### src/rtl/cpuc_program_loader.sv
// Streams a program into cpuc instruction memory, one packed instruction per
// write, and holds the core in reset until the whole program has been written.
module cpuc_program_loader #(
    parameter int DATA_WIDTH   = 32,
    parameter int INST_LENGTH  = 248,
    parameter int PROGRAM_SIZE = 8
) (
    input  logic                            clk,
    input  logic                            rst,
    input  logic                            start,
    input  logic                            in_valid,
    input  logic [DATA_WIDTH-1:0]           in_data,
    output logic                            in_ready,
    output logic [INST_LENGTH-1:0]          instruction,
    output logic                            wren,
    output logic [$clog2(PROGRAM_SIZE)-1:0] inst_addr,
    output logic                            core_rst,
    output logic                            busy,
    output logic                            done
);

    localparam int CHUNKS = (INST_LENGTH + DATA_WIDTH - 1) / DATA_WIDTH;
    localparam int CW     = (CHUNKS > 1) ? $clog2(CHUNKS) : 1;
    localparam int AW     = $clog2(PROGRAM_SIZE);

    typedef enum logic [1:0] {
        IDLE,
        LOAD,
        WRITE,
        RUN
    } state_t;

    state_t                 state;
    logic [CW-1:0]          count;
    logic [INST_LENGTH-1:0] inst_next;
    logic                   xfer;

    assign xfer = in_valid & in_ready;

    // Word k lands at bit k*DATA_WIDTH; bits past INST_LENGTH are dropped.
    always_comb begin
        inst_next = (count == '0) ? '0 : instruction;
        for (int i = 0; i < INST_LENGTH; i++) begin
            if (i / DATA_WIDTH == int'(count)) begin
                inst_next[i] = in_data[i % DATA_WIDTH];
            end
        end
    end

    always_ff @(posedge clk) begin
        if (rst) begin
            state       <= IDLE;
            count       <= '0;
            in_ready    <= 1'b0;
            wren        <= 1'b0;
            inst_addr   <= '0;
            instruction <= '0;
            core_rst    <= 1'b1;
            busy        <= 1'b0;
            done        <= 1'b0;
        end else begin
            unique case (state)
                IDLE, RUN: begin
                    if (start) begin
                        state     <= LOAD;
                        count     <= '0;
                        inst_addr <= '0;
                        in_ready  <= 1'b1;
                        core_rst  <= 1'b1;
                        busy      <= 1'b1;
                        done      <= 1'b0;
                    end
                end
                LOAD: begin
                    if (xfer) begin
                        instruction <= inst_next;
                        if (count == CW'(CHUNKS - 1)) begin
                            count    <= '0;
                            in_ready <= 1'b0;
                            wren     <= 1'b1;
                            state    <= WRITE;
                        end else begin
                            count <= count + 1'b1;
                        end
                    end
                end
                WRITE: begin
                    wren <= 1'b0;
                    if (inst_addr == AW'(PROGRAM_SIZE - 1)) begin
                        state    <= RUN;
                        core_rst <= 1'b0;
                        busy     <= 1'b0;
                        done     <= 1'b1;
                    end else begin
                        inst_addr <= inst_addr + 1'b1;
                        in_ready  <= 1'b1;
                        state     <= LOAD;
                    end
                end
                default: state <= IDLE;
            endcase
        end
    end

endmodule
### config.mk
export PLATFORM = sky130hd
export DESIGN_NAME = cpuc_program_loader
export DESIGN_NICKNAME = d
export VERILOG_FILES = /design/src/rtl/cpuc_program_loader.sv
export SDC_FILE = /design/constraint.sdc
export NUM_CORES = 1
export LEC_CHECK = 0
export BUFFER_PORTS_ARGS = -buffer_cell sky130_fd_sc_hd__buf_2
export CORE_MARGIN = 1.5
export CORE_UTILIZATION = 50
export DETAILED_ROUTE_END_ITERATION = 8
export PLACE_DENSITY = 0.79
export SLEW_MARGIN = 20
export SYNTH_ARGS = -nofsm -noshare
export SYNTH_HDL_FRONTEND = slang
export SYNTH_SLANG_ARGS = --single-unit
### constraint.sdc
create_clock -name clk -period 2.4 [get_ports clk]
set_clock_uncertainty 0.2 [all_clocks]
set_input_delay 0.24 -clock clk [delete_from_list [all_inputs] [get_ports clk]]
set_output_delay 0.24 -clock clk [all_outputs]
set_load 0.01 [all_outputs]
==> run metrics <==
final net count 1,414; Worst Path Class, Setup reg -> reg; Synth Register Bits 261; CTS clk-pin slew, worst paths 0.06 ns; max-slew violations 0; CTS root buf clkbuf_16; number of placement rows 52; die area 21,400 µm²; EDFF count, synth 0; drc violations 0; Netlist cell types 45; Crit. End Element register; via/cell ratio 5.89; Tot GR Track Use 0.295; gpl congestion 0.877; Leak Pwr 0.00538 µW; # Max-Cap Violations 0; VDD IR max 511 µV; Synth Flop Type dfxtp_1; Clock Latency Late Sink 0.53 ns; WL/cell 20.1 µm; Hold Crit Class in -> reg; worst endpoint data arrival time 2.34 ns; # setup viols final 0; H-tree levels 1; power per cell area 725 nW/µm²; pre-CTS setup slack 0.250 ns; most frequent cells in the layout 290 x buf_2, 261 x dfxtp_1, 118 x o21ai_1; CP required 2.58 ns; hpwl dp 21,200 µm; Final ANT Viol Nets 0; ys async rst share 0; CP max stage delay 0.45 ns; # IOs 292; CP Max Fanout 13; CTS Buf Count 26; post-cts sizing count 0; Mapped Area 10,200 µm²; Critical Path Start Type register; die width 146 µm; crit share post-route 0.902; Slowest cell on crit path ha_1; Longest Clk Path Bufs 3; CTS Sinks 261; Starting Density 0.508; GRT overflow 0; chip height 146 µm; ant diodes 0; global-route wire length before repair 50,600 µm; Slew headroom 0.578; Final Non-Filler Cells 1,654; Synthesis Warnings 0; sequential element share of the synthesized area 0.510; Fin Setup TNS 0 ns; post-CTS setup buffer count 0; initial antenna violation count 0; Placed Cells 1,573; TritonRoute pass-1 iters 5; vias in the first global route 8,646; Worst-Margin Slew 0.633 ns; I/O Buffers 291; Area Growth Syn to Fin 27.5%; RSZ-0062 raised after global routing false; minimum clock period 2.16 ns; Starting DRT DRC Count 906; worst setup margin 0.236 ns; total chip power 9470 µW; Max Freq 0.462 GHz; commonest non-fill, non-tap cell in the layout buf_2; critical path cell sequence ha_1, nand3_4, nor2_2, buf_4, o22ai_1; routed vias 9,742; Final Hold Viols 0; share of cells above drive strength 1 0.279; pin count of the biggest net entering global routing 67; Syn Nets 1,146; status finished clean; core area 20,200 µm²; post-synthesis cell count 1,097; Total Wirelength 33,200 µm; TritonCTS clock tree built; Mapped Avg Cell Area 9.34 µm²
-- logic make-up after synthesis --
kind of cell | Yosys count | share of synthesized area
fa+ha+maj | 13 | 0.0159
compound gates | 405 | 0.243
flops | 261 | 0.510
mux | 2 | 0.00195
simple gates | 221 | 0.144
buf+inv | 195 | 0.0845
-- cell usage after synthesis, types with 2 or more instances --
library cell    n  area share
nand3b_1       33       0.024
buf_4          13      0.0095
a211o_1         2      0.0017
nand3_1         3      0.0015
nand2b_1       34       0.021
clkbuf_1       69       0.025
o32ai_1        65       0.056
dfxtp_1       261        0.51
o22ai_1        32       0.020
buf_1           8      0.0029
o2111ai_1       2      0.0017
a21oi_1       102       0.050
o21ai_1       118       0.058
nand4_1        66       0.040
a21oi_2         3      0.0026
nand4b_1       26       0.022
inv_1          71       0.026
nor2b_1        36       0.022
a22o_1         32       0.027
o21ai_0        38       0.019
o31ai_1         5      0.0037
mux2i_1         2      0.0020
ha_1           13       0.016
a21boi_0        2      0.0015
nand2_1         8      0.0029
buf_2          26       0.013
buf_6           7      0.0077
nor2_1          3      0.0011
-- worst max-delay path: cells and delay by family (launching register included) --
| family | cells | cell delay (ns) |
|---|---|---|
| compound gates | 1 | 0.11 |
| fa+ha+maj | 1 | 0.45 |
| buf+inv | 1 | 0.28 |
| flops | 1 | 0.39 |
| simple gates | 2 | 0.58 |
-- registers in the layout (all words and copies together), names as in the netlist --
register and count:
instruction 248, done 1, busy 1, wren 1, core_rst 1, state 2
count 3, inst_addr 3, in_ready 1
-- cell type report --
class | instances | area, µm²
Tap cell | 270 | 338
Inverter | 72 | 270
Multi-Input combinational cell | 641 | 4180
Fill cell | 1706 | 7110
Clock inverter | 13 | 174
Clock buffer | 34 | 742
Sequential cell | 261 | 5230
Timing Repair Buffer | 363 | 2130
-- metrics by stage --
stage	hold slack [ns]	utilization	instance area, µm²
floorplan	0.173	-	10200
global placement	0.253	0.585	11800
CTS	0.0156	0.648	13100
global route	0.0616	0.648	13100
finish	0.0354	0.648	13100
detailed placement	0.251	0.585	11800
-- power breakdown --
part / internal [µW] / leakage [µW] / total (µW) / switching (µW)
combinational: 226 / 0.00283 / 753 / 527
clock: 2610 / 0.000449 / 4320 / 1720
sequential: 4360 / 0.00210 / 4390 / 30.1
total: 7190 / 0.00538 / 9470 / 2270
-- final timing paths --
check             depth (start not counted)              from  slack (ns)          endpoint
setup / recovery                          5          state[0]        0.24  instruction[107]
hold / removal                            4          in_valid        0.04          state[0]
setup reg to reg                          5          state[0]        0.24  instruction[107]
hold reg to reg                           1  instruction[145]        0.27  instruction[145]
-- metal layers --
metal  vias to the layer above  GRT usage  routed length, µm  share of wire
met5                         -          0                  0              0
met4                         0     0.0904                981          0.030
met3                        71     0.0531               2940          0.088
met2                       506      0.459              15400           0.46
met1                      4617      0.417              13900           0.42
li1                       4548          -                  -              -
-- timing repair --
action	4_1_cts	5_1_grt
setup endpoints to repair	0	0
hold buffers	34	0
endpoints found under the hold margin	185	0
Note: power is estimated with default switching activity, not from simulation.
